File: config.mk
export PLATFORM = sky130hd
export DESIGN_NAME = osc_trig_capture
export DESIGN_NICKNAME = d
export VERILOG_FILES = /design/src/rtl/osc_cap_pkg.sv /design/src/rtl/osc_trig_detect.sv /design/src/rtl/osc_trig_capture.sv
export SDC_FILE = /design/constraint.sdc
export NUM_CORES = 1
export LEC_CHECK = 0
export ABC_AREA = 1
export CAP_MARGIN = 0
export CORE_MARGIN = 2
export CORE_UTILIZATION = 40
export DETAILED_ROUTE_END_ITERATION = 6
export MAX_ROUTING_LAYER = met4
export SETUP_SLACK_MARGIN = 0.2
export SLEW_MARGIN = 0
export SYNTH_ARGS = -nofsm -noshare
export SYNTH_HDL_FRONTEND = slang
export SYNTH_HIERARCHICAL = 1
export SYNTH_SLANG_ARGS = --single-unit
File: constraint.sdc
create_clock -name clk -period 2.45 [get_ports clk]
set_input_delay 0.49 -clock clk [delete_from_list [all_inputs] [get_ports clk]]
set_output_delay 0.49 -clock clk [all_outputs]
set_load 0.005 [all_outputs]
File: src/rtl/osc_cap_pkg.sv
// Shared types and defaults for the oscilloscope trigger/capture block.
// The optional CAP_DECIM_EN build only changes the top level, not this package.
package osc_cap_pkg;

    localparam int SAMPLE_W_DEF = 8;
    localparam int DECIM_W      = 8;

    typedef enum logic [1:0] {
        ST_IDLE      = 2'd0,
        ST_WAIT_TRIG = 2'd1,
        ST_CAPTURE   = 2'd2,
        ST_DONE      = 2'd3
    } cap_state_t;

endpackage

File: src/rtl/osc_trig_detect.sv
// Edge-crossing trigger detector: remembers the previous accepted sample and
// flags a threshold crossing on the current one (combinational, one cycle).
module osc_trig_detect
    import osc_cap_pkg::*;
#(
    parameter int SAMPLE_W = SAMPLE_W_DEF
) (
    input  logic                clk,
    input  logic                tb_rst,
    input  logic                clear,
    input  logic                sample_en,
    input  logic [SAMPLE_W-1:0] sample,
    input  logic [SAMPLE_W-1:0] level,
    input  logic                falling,
    output logic                hit
);

    logic [SAMPLE_W-1:0] prev;
    logic                prev_valid;

    always_ff @(posedge clk or posedge tb_rst) begin
        if (tb_rst) begin
            prev       <= '0;
            prev_valid <= 1'b0;
        end else if (clear) begin
            prev       <= '0;
            prev_valid <= 1'b0;
        end else if (sample_en) begin
            prev       <= sample;
            prev_valid <= 1'b1;
        end
    end

    // A crossing needs a remembered sample, so the first one after clear only primes prev.
    always_comb begin
        hit = 1'b0;
        if (sample_en && prev_valid) begin
            if (falling)
                hit = (prev > level) && (sample <= level);
            else
                hit = (prev < level) && (sample >= level);
        end
    end

endmodule

File: src/rtl/osc_trig_capture.sv
// Triggered capture engine: waits for a level crossing (or forced trigger), then
// packs sample pairs into FIFO words. Define CAP_DECIM_EN to add input decimation.
module osc_trig_capture
    import osc_cap_pkg::*;
#(
    parameter int SAMPLE_W  = SAMPLE_W_DEF,
    parameter int CAP_WORDS = 512
) (
    input  logic                  clk,
    input  logic                  tb_rst,
    input  logic [SAMPLE_W-1:0]   adc_data,
    input  logic                  adc_valid,
    input  logic                  arm,
    input  logic [SAMPLE_W-1:0]   trig_level,
    input  logic                  trig_edge,
    input  logic                  force_trig,
`ifdef CAP_DECIM_EN
    input  logic [DECIM_W-1:0]    decim_div,
`endif
    input  logic                  fifo_full,
    output logic [2*SAMPLE_W-1:0] fifo_wr_data,
    output logic                  fifo_wr_en,
    output logic                  busy,
    output logic                  done,
    output logic                  overflow,
    output logic [1:0]            state
);

    localparam int WORD_W = 2 * SAMPLE_W;
    localparam int CNT_W  = $clog2(CAP_WORDS) + 1;

    cap_state_t state_q, state_d;

    logic                arm_ok;
    logic                accept;
    logic                in_wait;
    logic                in_cap;
    logic                hit;
    logic                force_pend;
    logic                trigger;
    logic                cap_take;
    logic                word_done;
    logic                last_word;
    logic                pack_phase;
    logic [SAMPLE_W-1:0] low_q;
    logic [CNT_W-1:0]    word_cnt;

    assign in_wait = (state_q == ST_WAIT_TRIG);
    assign in_cap  = (state_q == ST_CAPTURE);
    assign arm_ok  = arm && ((state_q == ST_IDLE) || (state_q == ST_DONE));
    assign state   = state_q;

`ifdef CAP_DECIM_EN
    logic [DECIM_W-1:0] div_q;
    logic [DECIM_W-1:0] decim_cnt;

    // Phase zero is the accepting slot, so the first valid sample after arm is taken.
    always_ff @(posedge clk or posedge tb_rst) begin
        if (tb_rst) begin
            div_q     <= '0;
            decim_cnt <= '0;
        end else if (arm_ok) begin
            div_q     <= decim_div;
            decim_cnt <= '0;
        end else if ((in_wait || in_cap) && adc_valid) begin
            decim_cnt <= (decim_cnt == div_q) ? '0 : decim_cnt + DECIM_W'(1);
        end
    end

    assign accept = adc_valid && (decim_cnt == '0);
`else
    assign accept = adc_valid;
`endif

    osc_trig_detect #(
        .SAMPLE_W (SAMPLE_W)
    ) u_detect (
        .clk       (clk),
        .tb_rst    (tb_rst),
        .clear     (arm_ok),
        .sample_en (accept && in_wait),
        .sample    (adc_data),
        .level     (trig_level),
        .falling   (trig_edge),
        .hit       (hit)
    );

    always_ff @(posedge clk or posedge tb_rst) begin
        if (tb_rst)
            force_pend <= 1'b0;
        else if (arm_ok)
            force_pend <= 1'b0;
        else if (in_wait && force_trig)
            force_pend <= 1'b1;
    end

    assign trigger   = in_wait && accept && (hit || force_pend || force_trig);
    assign cap_take  = trigger || (in_cap && accept);
    assign word_done = cap_take && pack_phase;
    assign last_word = word_done && (word_cnt == CNT_W'(CAP_WORDS - 1));

    // FIFO handshake: fifo_wr_en is a one-cycle strobe with no stall path; fifo_full is
    // sampled when a pair completes, and a word due while full is counted but dropped.
    always_ff @(posedge clk or posedge tb_rst) begin
        if (tb_rst) begin
            fifo_wr_en   <= 1'b0;
            fifo_wr_data <= '0;
            overflow     <= 1'b0;
            word_cnt     <= '0;
            pack_phase   <= 1'b0;
            low_q        <= '0;
        end else begin
            fifo_wr_en <= 1'b0;
            if (arm_ok) begin
                overflow   <= 1'b0;
                word_cnt   <= '0;
                pack_phase <= 1'b0;
            end else if (cap_take) begin
                if (!pack_phase) begin
                    low_q      <= adc_data;
                    pack_phase <= 1'b1;
                end else begin
                    pack_phase <= 1'b0;
                    word_cnt   <= word_cnt + CNT_W'(1);
                    if (fifo_full) begin
                        overflow <= 1'b1;
                    end else begin
                        fifo_wr_en   <= 1'b1;
                        fifo_wr_data <= WORD_W'({adc_data, low_q});
                    end
                end
            end
        end
    end

    always_ff @(posedge clk or posedge tb_rst) begin
        if (tb_rst)
            state_q <= ST_IDLE;
        else
            state_q <= state_d;
    end

    always_comb begin
        state_d = state_q;
        case (state_q)
            ST_IDLE:      if (arm_ok)    state_d = ST_WAIT_TRIG;
            ST_WAIT_TRIG: if (trigger)   state_d = ST_CAPTURE;
            ST_CAPTURE:   if (last_word) state_d = ST_DONE;
            ST_DONE:      if (arm_ok)    state_d = ST_WAIT_TRIG;
            default:                     state_d = ST_IDLE;
        endcase
    end

    always_comb begin
        busy = 1'b0;
        done = 1'b0;
        case (state_q)
            ST_WAIT_TRIG, ST_CAPTURE: busy = 1'b1;
            ST_DONE:                  done = 1'b1;
            default:                  ;
        endcase
    end

endmodule

==> reports/qor.txt <==
CRITICAL PATH
-------------------------------------------------------------------------------------
Required time of the worst setup path                                         2640 ps
CP arrival                                                                    2520 ps
Endpoint class of the critical path                                          register
Maximum net fanout on the critical path                                             7
Cell at the slowest stage of the critical path                           sky130_fd_sc_hd__ha_4
Delay of the slowest cell on the worst path                                    280 ps
Crit path launch type                                                    primary input
Cells traversed along the worst timing path                              clkdlybuf4s15_1, ha_4, a21oi_1, nor2_1, nor2_1, nand2_1, nand2_1, a21oi_1, nor2_1, nor2_1, nand2_1, nand2_4, a21oi_4, nand2_4, buf_12, nand2_2, nand2_1
Cell type group with the largest total delay on the critical path        simple AND/OR/NAND/NOR gates
Number of buffers and inverters on the critical path                                2
Start-to-end type of the worst setup path                                primary input to register

CLOCK NETWORK
-------------------------------------------------------------------------------------
Count of clock tree sinks                                                          49
Clock tree from TritonCTS                                                        done
Maximum number of buffers from clock root to sink                                   2
Quantity of hold-fixing buffers added after cts                                     0
Clock insertion delay at the later pin of the skew report                      300 ps
Clock buffers created by TritonCTS                                                  5
Worst-path clk slew                                                             90 ps
Clock root buffer                                                        sky130_fd_sc_hd__clkbuf_8
Number of levels the H-tree was split into                                          2

STA
-------------------------------------------------------------------------------------
Unrepaired setup endpoints after global routing                                  true
Transition time at the pin with the least slew margin                          459 ps
Relative slew margins                                                           0.694
Final slew viol count                                                               0
Max frequency                                                               0.428 GHz
Post-route clock skew                                                         9.35 ps
Endpoints failing setup                                                             0
Worst-case setup margin in the final layout                                    113 ps
Final count of hold timing violations                                               0
Worst slack on hold paths                                                      416 ps
Shortest period the worst path allows                                         2340 ps
Period utilisation layout                                                       0.954

DIE
-------------------------------------------------------------------------------------
Starting Density                                                                0.408
Placement row count                                                                30
Die outline area                                                             7540 um2
Number of ports placed on the die boundary                                         45
Die outline height                                                            86.8 um
Core box area                                                                6720 um2
Chip width                                                                    86.8 um

ROUTE
-------------------------------------------------------------------------------------
Routed vias                                                                      2447
Number of antenna-violating nets in the routed design                               0
Vias per inst                                                                    4.87
DR WL/cell                                                                    13.0 um
Count of routing violations after the opening detailed-route iteration             67
Detailed-route DRC error count                                                      0
Number of iterations in the first detailed-routing pass                             4
Drt total wl                                                                  6.53 mm

CELLS AND AREA
-------------------------------------------------------------------------------------
Syn-to-layout area delta                                                        50.4%
Diode insertion count for antenna repair                                            0
Most frequent cells in the layout                                        sky130_fd_sc_hd__nand2_1 (74), sky130_fd_sc_hd__dfrtp_1 (48), sky130_fd_sc_hd__inv_1 (38)
Fraction of layout instances using a drive strength above 1                     0.332
Total of fill cells in the finished design                                        595
Most common cell after layout, fill and taps aside                       sky130_fd_sc_hd__nand2_1
Final cell count without fillers                                                  502
Post-route cell area                                                         4130 um2
Area used by sequential logic in the layout                                  1230 um2
Area taken by multi-input logic gates                                        1660 um2
Net count of the finished layout                                                  464

MIN PATH
-------------------------------------------------------------------------------------
Tightest Hold Check Type                                                 primary input to async pin

YOSYS
-------------------------------------------------------------------------------------
Syn nets                                                                          386
Netlist area before placement                                                2740 um2
Synth Instances                                                                   343
Count of different cell masters after synthesis                                    29
Part of the Yosys area used for sequential elements                             0.447
Total of warnings raised by yosys                                                   6
Yosys reg bits                                                                     49
Average cell area after synthesis                                            8.00 um2

GLOBAL ROUTE
-------------------------------------------------------------------------------------
Wire length of the first global-routing pass                                  10.8 mm
Global-route met1 utilization                                                   0.250
Pin count of the biggest net entering global routing                               37
Leftover overflow at the end of global routing                                      0
Vias in the first global route                                                   2336
Most used routing layer in global routing                                        met2
GR met3 Demand/Resource                                                        0.0276
Met2 GRT Util                                                                   0.280
Global-route total usage across every layer                                     0.183
Initial antenna violation count                                                     0

PLACE
-------------------------------------------------------------------------------------
Number of I/O port buffers                                                         44
Instance area at placement                                                   3530 um2
Inst Count DP                                                                     484
Worst setup timing slack at the placement stage                               -493 ps
Detailed Place HPWL                                                           4.52 mm
Final Wtd Congestion                                                            0.807

POWER AND IR DROP
-------------------------------------------------------------------------------------
Power density over the cells                                               870 nW/um2
P_leak                                                                     0.00204 uW
Worst VDD drop                                                             0.000305 V

JOB
-------------------------------------------------------------------------------------
Count of max-cap constraint violations                                              0

RUN STATUS
-------------------------------------------------------------------------------------
Run status                                                                  completed

[state kept, by name (all words and copies together) (netlist names)]
signal,cells
pack_phase,1
state,2
fifo_wr_en,1
word_cnt,10
fifo_wr_data,16
low_q,8
u_detect/prev_valid,1
force_pend,1
u_detect/prev,8
overflow,1
[worst register-to-register path, stage by stage, from the launching register on]
cell                      delay, ps
sky130_fd_sc_hd__dfrtp_1        430
sky130_fd_sc_hd__ha_4           260
sky130_fd_sc_hd__nand2_2         50
sky130_fd_sc_hd__nand2_1         50
sky130_fd_sc_hd__nand2_2         80
sky130_fd_sc_hd__nand2_4         60
sky130_fd_sc_hd__a21oi_2        130
sky130_fd_sc_hd__nand2_1         60
sky130_fd_sc_hd__nand2_1         60
sky130_fd_sc_hd__nand2_1         50
sky130_fd_sc_hd__nor2_1          90
sky130_fd_sc_hd__nor2_1          50
sky130_fd_sc_hd__nand2_1        100
sky130_fd_sc_hd__nand2_4         70
sky130_fd_sc_hd__a21oi_4        200
sky130_fd_sc_hd__nand2_4        150
sky130_fd_sc_hd__buf_12         180
sky130_fd_sc_hd__nand2_2         70
sky130_fd_sc_hd__nand2_1         70
[final timing paths]
| kind | slack, ps | cells past startpoint | from | to |
|---|---|---|---|---|
| hold reg to reg | 470 | 2 | fifo_wr_data[7] | fifo_wr_data[7] |
| hold / removal | 420 | 2 | tb_rst | state[1] |
| setup / recovery | 110 | 17 | adc_data[5] | fifo_wr_data[4] |
| max in group asynchronous | 1340 | 3 | tb_rst | fifo_wr_data[1] |
| setup reg to reg | 120 | 18 | u_detect/prev[1] | fifo_wr_data[4] |
| min in group clk | 470 | 2 | fifo_wr_data[7] | fifo_wr_data[7] |
[cells by family (layout without fill, tap and decap cells)]
| family | after synthesis | count (layout) | synth area share |
|---|---|---|---|
| AOI/OAI and AO/OA | 40 | 40 | 0.0926 |
| xor gates and xnor gates | 1 | 1 | 0.00319 |
| adders and majority gates | 20 | 20 | 0.0912 |
| buffers and inverters | 61 | 140 | 0.0944 |
| DFF | 49 | 49 | 0.447 |
| and+or+nand+nor | 172 | 172 | 0.271 |
[cell usage after synthesis]
library cell                 n  share of area
sky130_fd_sc_hd__a21oi_4     1         0.0059
sky130_fd_sc_hd__clkbuf_1    3         0.0041
sky130_fd_sc_hd__buf_2       1         0.0018
sky130_fd_sc_hd__nor2_4      1         0.0041
sky130_fd_sc_hd__o31ai_1     2         0.0055
sky130_fd_sc_hd__nand3_2     1         0.0036
sky130_fd_sc_hd__nor2_2      1         0.0023
sky130_fd_sc_hd__nand4_1     6          0.014
sky130_fd_sc_hd__clkinv_1    1         0.0014
sky130_fd_sc_hd__a21oi_1     9          0.016
sky130_fd_sc_hd__nand2_4     2         0.0082
sky130_fd_sc_hd__nand2_1   111           0.15
sky130_fd_sc_hd__inv_1      46          0.063
sky130_fd_sc_hd__nor3_1      2         0.0036
sky130_fd_sc_hd__nand3_1    27          0.049
sky130_fd_sc_hd__ha_1       20          0.091
sky130_fd_sc_hd__a21oi_2     1         0.0032
sky130_fd_sc_hd__a21o_1      1         0.0027
sky130_fd_sc_hd__dfrtp_1    49           0.45
sky130_fd_sc_hd__a31oi_1     1         0.0023
sky130_fd_sc_hd__xor2_1      1         0.0032
sky130_fd_sc_hd__inv_2       7         0.0096
sky130_fd_sc_hd__o21ai_0    17          0.031
sky130_fd_sc_hd__bufinv_8    1         0.0064
sky130_fd_sc_hd__nand2_2     3         0.0068
sky130_fd_sc_hd__o21ai_2     8          0.026
sky130_fd_sc_hd__nor2_1     17          0.023
sky130_fd_sc_hd__nand4_2     1         0.0046
sky130_fd_sc_hd__buf_6       2         0.0082
[cell type report]
class	instances	area share
Multi-Input combinational cell	233	0.402
Sequential cell	49	0.298
Timing Repair Buffer	76	0.196
Inverter	55	0.0567
Tap cell	80	0.0243
Clock buffer	6	0.0176
Clock inverter	2	0.00334
Timing Repair inverter	1	0.00212
[stage by stage]
step | util | total power, uW | TNS, ps
after floorplan | - | 2040 | 0
after global placement | 0.526 | 2700 | -16050
after detailed placement | 0.526 | 2740 | -17120
after CTS | 0.582 | 3370 | 0
after global routing | 0.614 | 3870 | -69.5
final | 0.614 | 3590 | 0
[repair_timing]
| action | in CTS | in global routing |
|---|---|---|
| resized for setup | 79 | 54 |
| endpoints found under the setup margin | 39 | 40 |
| hold endpoints to repair | 0 | 0 |
| buffers inserted | 5 | 0 |
| pin swaps | 40 | 29 |
| cloned | 3 | 2 |
[where the power goes]
part | internal (uW) | switching, uW | total (uW)
logic | 941 | 863 | 1800
registers | 1080 | 226 | 1300
clock network | 204 | 279 | 483
[per-layer routing]
layer | share of wire | routed length (um) | vias up
met5 | 0 | 0 | -
met4 | 0.011 | 70 | 0
met3 | 0.028 | 185 | 4
met2 | 0.50 | 3240 | 47
met1 | 0.46 | 3030 | 1159
li1 | - | - | 1237
No activity file was read; power rests on OpenSTA's default activity.
